==> config.mk <==
export PLATFORM = sky130hd
export DESIGN_NAME = modport_ram_flat
export DESIGN_NICKNAME = d
export VERILOG_FILES = /design/src/rtl/modport_ram_if.sv /design/src/rtl/modport_ram.sv /design/src/flat_wrapper.sv
export SDC_FILE = /design/constraint.sdc
export NUM_CORES = 1
export LEC_CHECK = 0
export BUFFER_PORTS_ARGS = -buffer_cell sky130_fd_sc_hd__buf_2
export CELL_PAD_IN_SITES_DETAIL_PLACEMENT = 1
export CELL_PAD_IN_SITES_GLOBAL_PLACEMENT = 2
export CORE_AREA = 4 4 174 176
export DETAILED_ROUTE_END_ITERATION = 8
export DIE_AREA = 0 0 178 180
export GPL_TIMING_DRIVEN = 0
export PLACE_DENSITY = 0.82
export SKIP_CTS_REPAIR_TIMING = 1
export SLEW_MARGIN = 5
export SYNTH_ARGS = -nofsm -noshare
export SYNTH_HDL_FRONTEND = slang
export SYNTH_SLANG_ARGS = --single-unit
==> constraint.sdc <==
create_clock -name clk -period 4.55 [get_ports clk]
set_input_delay 0.91 -clock clk [delete_from_list [all_inputs] [get_ports clk]]
set_output_delay 0.91 -clock clk [all_outputs]
set_load 0.1 [all_outputs]
==> src/rtl/modport_ram_if.sv <==
// Bus between the RAM and its driver: write data, enables, shared address and registered read data.
interface modport_ram_if #(
    parameter int unsigned DATA_WIDTH = 8,
    parameter int unsigned ADDR_WIDTH = 5
);
    logic [DATA_WIDTH-1:0] data_in;
    logic                  write_enb;
    logic                  read_enb;
    logic [ADDR_WIDTH-1:0] address;
    logic [DATA_WIDTH-1:0] data_out;

    modport master (
        output data_in,
        output write_enb,
        output read_enb,
        output address,
        input  data_out
    );

    modport slave (
        input  data_in,
        input  write_enb,
        input  read_enb,
        input  address,
        output data_out
    );
endinterface

==> src/rtl/modport_ram.sv <==
// Single-port synchronous RAM, read-first on a shared address, registered read data.
// Synchronous reset clears the read register and every word.
module modport_ram #(
    parameter int unsigned DATA_WIDTH = 8,
    parameter int unsigned ADDR_WIDTH = 5
) (
    input  logic               clk,
    input  logic               reset,
    modport_ram_if.slave       bus
);
    localparam int unsigned DEPTH = 2 ** ADDR_WIDTH;

    logic [DATA_WIDTH-1:0] mem [DEPTH];
    logic [DATA_WIDTH-1:0] data_out_q;

    // Read samples pre-edge contents, so a same-cycle write is seen only on the next read.
    always_ff @(posedge clk) begin
        if (reset) begin
            data_out_q <= '0;
            mem        <= '{default: '0};
        end else begin
            if (bus.write_enb) begin
                mem[bus.address] <= bus.data_in;
            end
            if (bus.read_enb) begin
                data_out_q <= mem[bus.address];
            end
        end
    end

    assign bus.data_out = data_out_q;
endmodule

==> src/flat_wrapper.sv <==
// flat-port wrapper written by rule: the top's interface ports become plain ports
module modport_ram_flat 
#(
    parameter int unsigned DATA_WIDTH = 8,
    parameter int unsigned ADDR_WIDTH = 5
)
  (clk, reset, bus_data_in, bus_write_enb, bus_read_enb, bus_address, bus_data_out);
  modport_ram_if #(.DATA_WIDTH(DATA_WIDTH), .ADDR_WIDTH(ADDR_WIDTH)) bus_i ();
  input  logic clk;
  input  logic reset;
  input wire logic [$bits(bus_i.data_in)-1:0] bus_data_in;
  input wire logic [$bits(bus_i.write_enb)-1:0] bus_write_enb;
  input wire logic [$bits(bus_i.read_enb)-1:0] bus_read_enb;
  input wire logic [$bits(bus_i.address)-1:0] bus_address;
  output wire logic [$bits(bus_i.data_out)-1:0] bus_data_out;
  assign bus_i.data_in = bus_data_in;
  assign bus_i.write_enb = bus_write_enb;
  assign bus_i.read_enb = bus_read_enb;
  assign bus_i.address = bus_address;
  assign bus_data_out = bus_i.data_out;
  modport_ram #(.DATA_WIDTH(DATA_WIDTH), .ADDR_WIDTH(ADDR_WIDTH)) u_core (.clk(clk), .reset(reset), .bus(bus_i));
endmodule
After elaboration in Yosys (flattened, before gate mapping)
Index checks and enable logic that the tools add are counted.
{ "classes": {"order_cmp": 2, "n_mux": 6, "bitwise": 1, "reduce_logical": 1} }
{ "ops": {"columns": ["cell", "n"], "rows": [
  ["256-bit bitwise mux", 1],
  ["8-bit binary-select mux with 5-bit select", 1],
  ["8-bit demux with 5-bit select", 1],
  ["8-bit 2-to-1 mux", 3],
  ["6-bit greater-or-equal comparator, second input constant", 1],
  ["6-bit by 1-bit less-than comparator with 1-bit output, second input constant", 1],
  ["5-bit inverter with 6-bit output", 1],
  ["1-bit logical AND", 1]
]} }
{ "word_totals": {"ff_bits": 264, "word_cells": 43} }

Logic depth before layout (Yosys ltp)
{ "logic_depth": {"ltp_word": 6, "mapped_depth": 9, "mapped_depth_nobuf": 4} }

Least setup slack after synthesis
OpenSTA, ideal clock, no wires.
{ "synth_path": {"path_kind": "input-to-reg", "startpoint": "input port bus_address[0]", "endpoint": "register u_core.data_out_q[7], in the netlist u_core.bus.data_out[7]", "setup_ps": 134, "arrival_ps": 2223, "path_slack_ps": 2193, "path_stages": 6, "path_buffers": 2, "path_cell_list": "buf_6 -> buf_12 -> mux4_2 -> a22o_1 -> nor4b_1 -> a211oi_1"} }
{ "synth_between": {"elab_chain_len": 4} }
{ "synth_rtl": {"columns": ["item", "line_no", "rtl"], "rows": [
  ["start: declaration", "flat_wrapper.sv:14", "input wire logic [$bits(bus_i.address)-1:0] bus_address;"],
  ["5-bit inverter with 6-bit output (not written as such)", "modport_ram.sv:26", "data_out_q <= mem[bus.address];"],
  ["8-bit binary-select mux with 5-bit select", "modport_ram.sv:26", null],
  ["8-bit 2-to-1 mux (not written as such) (2 in a row)", "modport_ram.sv:26", null],
  ["end signal: assignment", "modport_ram.sv:26", null],
  ["end: declaration", "modport_ram.sv:14", "logic [DATA_WIDTH-1:0] data_out_q;"]
]} }
Every way passes these cells. The select of a mux whose other input is x is not followed.
A chain may end at the register's enable or synchronous reset.

Final worst setup path
{ "layout_path": {"startpoint": "input port bus_address[1]", "endpoint": "register u_core.mem[9] (netlist name)"} }
{ "layout_between": {"elab_chain_len": 6, "elab_cells_between_ends": 7, "classes_between": "order compare: 2; mux: 3; bitwise: 1; reduce/logical: 1"} }
{ "layout_rtl": {"columns": ["item", "line_no", "rtl"], "rows": [
  ["5-bit inverter with 6-bit output (not written as such) *", "modport_ram.sv:23", "mem[bus.address] <= bus.data_in;"],
  ["6-bit greater-or-equal comparator (not written as such) or 6-bit by 1-bit less-than comparator with 1-bit output (tied branches)", "modport_ram.sv:23", null],
  ["1-bit logical AND (not written as such)", "modport_ram.sv:23", null],
  ["8-bit 2-to-1 mux (not written as such)", "modport_ram.sv:23", null],
  ["8-bit demux with 5-bit select *", "modport_ram.sv:23", null],
  ["256-bit bitwise mux *", "modport_ram.sv:23", null],
  ["end signal: indexed assignment", "modport_ram.sv:23", null],
  ["end: declaration", "modport_ram.sv:13", "logic [DATA_WIDTH-1:0] mem [DEPTH];"]
]} }
Every way passes the cells marked *; elsewhere a longest branch is shown, timed or not.

==> reports/results.txt <==
The run finished with clean final reports. The logs give 52,400 um for the overall routed net length and 0.475 for the part of the power in the clock network. The async set-reset flop share out of synthesis was 0; the share of the synthesized area in the top cell type was 0.444. The count of nets left with antenna violations once routing finished came out at 0.

The net count of the finished layout was 1,458. By area the synthesized netlist is led by sky130_fd_sc_hd__dfxtp_1 (44%), sky130_fd_sc_hd__a21oi_1 (9.9%), sky130_fd_sc_hd__mux4_2 (7.9%). The top flip-flop cell by instance count after synthesis is sky130_fd_sc_hd__dfxtp_1.

In the routed design, unresolved DRC markers number 0. During synthesis, Yosys emitted a total of 0 warnings. The worst setup path is of the input port to flip-flop kind. The switching share of power works out to 0.260. The proportion of layout cells with a drive suffix above 1 works out to 0.121.

The worst hold path begins at u_core.mem[124]$_SDFFE_PP0P_. In this run, CTS created clock tree buffers numbering 30. The startpoint identified for the worst register-to-register timing path is u_core.mem[231]$_SDFFE_PP0P_. The clock passes through at most 3 buffers. The first TritonRoute pass finished after 5 iterations. The logs give 1,225 for the starting DRC count in detailed routing and 5.03 ns for the endpoint required time on the critical path.

The final count of hold timing violations is 0. Clock-pin slew was measured on the worst setup and hold paths at 0.06 ns. The relative max-transition margin is 0.277, and the total congestion overflow is 0. Setup violations remaining at the end of the flow were counted as 0.

The number of slew-limit violations in the final report is 0. For the sequential power share, the log shows 0.440. Type of the most critical hold path: flip-flop to flip-flop. The post-detailed-placement half-perimeter wirelength was 36,100 um; the synthesized instance count was 1,389. The run gives 0.318 as the total global-route track usage.

For this design the static power due to leakage is 4.54 nW. In this run, synthesis inferred 0 flip-flops with an integrated enable. The startpoint type of the worst setup path was an input port. Counting stages on the worst path, the most repeated cell is sky130_fd_sc_hd__buf_2.

The largest individual stage delay along the critical path comes from the cell sky130_fd_sc_hd__nand3b_1. Ratio of routed vias to standard cells: 6.26. The initial core utilization was 0.416. For the final database, setup skew stands at 0.00971 ns. Number of antenna violations at the first check in global routing: 0. The total power divided by cell area is 394 nW/um^2.

The worst setup path is captured at a flip-flop. Adding up every negative setup slack in the final design gives 0 ns. For the overall via count from detail_route, the log shows 11,600. The area growth from synthesis to layout is 13.6%. The number of antenna diodes in the final layout is 0. The maximum single-stage delay on the critical path is 0.72 ns, and the highest attainable clock frequency is 324 MHz. Across the VDD grid, the largest voltage drop is 0.000264 V.

The run gives 0.56 ns as the clock insertion delay at the later pin of the skew report. In this run, synthesis produced a sequential element count of 264. The final clock period utilization by the worst path works out to 0.679. Setup repair after global routing left no endpoint under its margin.

The count of maximum capacitance violations was 0. Cell internal power was estimated by the tool at 3.94 mW. For the setup slack of the critical path after layout, the log shows 1.46 ns. The net count after synthesis is 1,406, and the transition time at the pin with the least slew margin is 1.08 ns.

Summing all non-filler instances in the final layout gives an area of 13,500 um^2. In this run the count of I/O pins placed on the die edge is 25. TritonCTS built the clock tree. The mean post-synth cell area is 8.57 um^2. For the wire length of the first global-routing pass, the log shows 76,100 um.

Counting both buffers and inverters, the worst setup path holds a total of 3. Yosys mapped the design onto 62 distinct sky130hd cell types. The top fanout value on the critical path is 10. The vertical die dimension works out to 180 um. The logs give 1.01 ns for the worst setup slack after placement and 0.472 for the final design utilization. The total area inside the core boundary comes to 28,600 um^2. The most critical setup path has its startpoint at bus_address[1]. Clock tree synthesis found a total of 264 sinks. The tools report the portion of total power attributed to combinational logic as 0.085. In this run the power spent charging and discharging nets is 1.39 mW. The run gives 11,300 as the via count of the first global-routing pass. The logs give 0.444 for the portion of the post-synthesis area used by sequential elements and 3.57 ns for the arrival time reported for the critical path endpoint. In this design, the largest share of critical-path delay is due to simple AND/OR/NAND/NOR gates. Summed over all instances, the cell type with the most area after synthesis is sky130_fd_sc_hd__dfxtp_1. The number of levels in the clock H-tree was 1; the maximum number of pins on one net before global-route repair was 15. Dividing the detail-routed wire length by the instance count gives 28.4 um. Walking the worst path, the cells encountered are buf_2 -> buf_2 -> nand3b_1 -> clkbuf_1 -> nor2_1 -> nand2_1 -> a21oi_1.

Clock tree root driver cell: sky130_fd_sc_hd__clkbuf_16. The placed instances occupy a cell area of 12,500 um^2. From left edge to right edge, the die measures 178 um. The die covers 32,000 um^2. Count of input and output buffers: 20. The initialized floorplan defines 62 standard-cell rows. The routed design could run at a clock period as short as 3.09 ns. Routability-driven placement finished with a final weighted congestion of 0.965.

In this run the cell area of the synthesized design comes to 11,900 um^2.
==> through the flow <==
stage | instances | hold slack, ns | total power, mW
after floorplan | 1389 | 0.432 | 2.64
after global placement | 1793 | 0.441 | 2.83
after detailed placement | 1793 | 0.446 | 2.83
after CTS | 1848 | 0.454 | 5.34
after global routing | 1848 | 0.472 | 5.46
final | 1848 | 0.455 | 5.33
==> state kept, by name, summed over array words and instances, names as in the netlist <==
| signal | flops |
|---|---|
| u_core.mem | 256 |
| u_core.bus.data_out | 8 |
==> cells in the mapped netlist, types with 3 or more instances <==
cell type	number
sky130_fd_sc_hd__a21oi_1	236
sky130_fd_sc_hd__a22o_1	3
sky130_fd_sc_hd__a22oi_1	9
sky130_fd_sc_hd__a311oi_1	3
sky130_fd_sc_hd__a31oi_1	3
sky130_fd_sc_hd__and3b_1	3
sky130_fd_sc_hd__buf_2	35
sky130_fd_sc_hd__buf_4	5
sky130_fd_sc_hd__buf_6	6
sky130_fd_sc_hd__clkbuf_1	92
sky130_fd_sc_hd__dfxtp_1	264
sky130_fd_sc_hd__mux2i_1	58
sky130_fd_sc_hd__mux4_1	3
sky130_fd_sc_hd__mux4_2	42
sky130_fd_sc_hd__nand2_1	250
sky130_fd_sc_hd__nand2b_1	6
sky130_fd_sc_hd__nand3_1	68
sky130_fd_sc_hd__nand3b_1	4
sky130_fd_sc_hd__nand4b_1	3
sky130_fd_sc_hd__nor2_1	50
sky130_fd_sc_hd__nor2_2	6
sky130_fd_sc_hd__nor3_1	4
sky130_fd_sc_hd__nor4b_1	4
sky130_fd_sc_hd__o21ai_0	171
sky130_fd_sc_hd__o21bai_1	3
sky130_fd_sc_hd__o22ai_1	7
sky130_fd_sc_hd__o32ai_1	3
==> path summary, 6_finish.rpt <==
path,to,slack (ns),cells after the start
setup reg to reg,u_core.bus.data_out[7]$_SDFFE_PP0P_,2.72,4
setup / recovery,u_core.mem[9]$_SDFFE_PP0P_,1.46,7
hold reg to reg,u_core.mem[124]$_SDFFE_PP0P_,0.45,2
hold / removal,u_core.mem[124]$_SDFFE_PP0P_,0.45,2
==> layer usage <==
metal  routed length [um]  track usage  up-vias
met2                23500        0.489      509
met4                 1760       0.0903        0
met3                 3970       0.0412      107
met5                    0            0        -
met1                23200        0.468     5933
li1                     -            -     5024
==> power by group through the flow <==
| stage | Combinational (mW) | Clock (mW) | Sequential, mW |
|---|---|---|---|
| floorplan | 0.228 | 0 | 2.42 |
| global placement | 0.433 | 0 | 2.40 |
| detailed placement | 0.437 | 0 | 2.40 |
| CTS | 0.439 | 2.55 | 2.35 |
| global route | 0.465 | 2.65 | 2.35 |
| finish | 0.451 | 2.53 | 2.35 |
==> layout make-up <==
| type | instances | area [um^2] |
|---|---|---|
| clock inverter | 10 | 105 |
| buffer | 141 | 669 |
| clock buffer | 45 | 928 |
| sequential | 264 | 5290 |
| inverter | 1 | 3.75 |
| timing repair buffer | 20 | 100 |
| tap | 384 | 480 |
| fill | 3388 | 15100 |
| multi-input combinational | 983 | 5940 |
==> cell families after synthesis <==
| family | Yosys count | share of synthesized area |
|---|---|---|
| flip-flops | 264 | 0.444 |
| multiplexers | 105 | 0.137 |
| AND/OR/NAND/NOR | 422 | 0.159 |
| AO/OA/AOI/OAI | 456 | 0.204 |
| buffers and inverters | 142 | 0.0566 |
==> worst reg2reg max path, stage by stage, from the launching register on <==
cell and delay [ns]:
sky130_fd_sc_hd__dfxtp_1 0.31, sky130_fd_sc_hd__mux4_2 0.53, sky130_fd_sc_hd__a22o_1 0.27, sky130_fd_sc_hd__nor4b_1 0.44, sky130_fd_sc_hd__a211oi_1 0.13
==> placed cells by master (no fill, tap or decap), types with 5 or more instances in the layout <==
master and instances:
sky130_fd_sc_hd__nand2_1 250, sky130_fd_sc_hd__buf_6 6, sky130_fd_sc_hd__buf_2 55, sky130_fd_sc_hd__clkbuf_1 96
sky130_fd_sc_hd__a22oi_1 9, sky130_fd_sc_hd__nor2_2 6, sky130_fd_sc_hd__o22ai_1 7, sky130_fd_sc_hd__o21ai_0 171
sky130_fd_sc_hd__nand2b_1 6, sky130_fd_sc_hd__nand3_1 68, sky130_fd_sc_hd__mux2i_1 58, sky130_fd_sc_hd__nor2_1 50
sky130_fd_sc_hd__mux4_2 42, sky130_fd_sc_hd__dfxtp_1 264, sky130_fd_sc_hd__clkbuf_16 31, sky130_fd_sc_hd__a21oi_1 236
sky130_fd_sc_hd__clkbuf_8 10, sky130_fd_sc_hd__buf_4 5, sky130_fd_sc_hd__clkinv_2 6
Power figures use the tool's default switching activity.
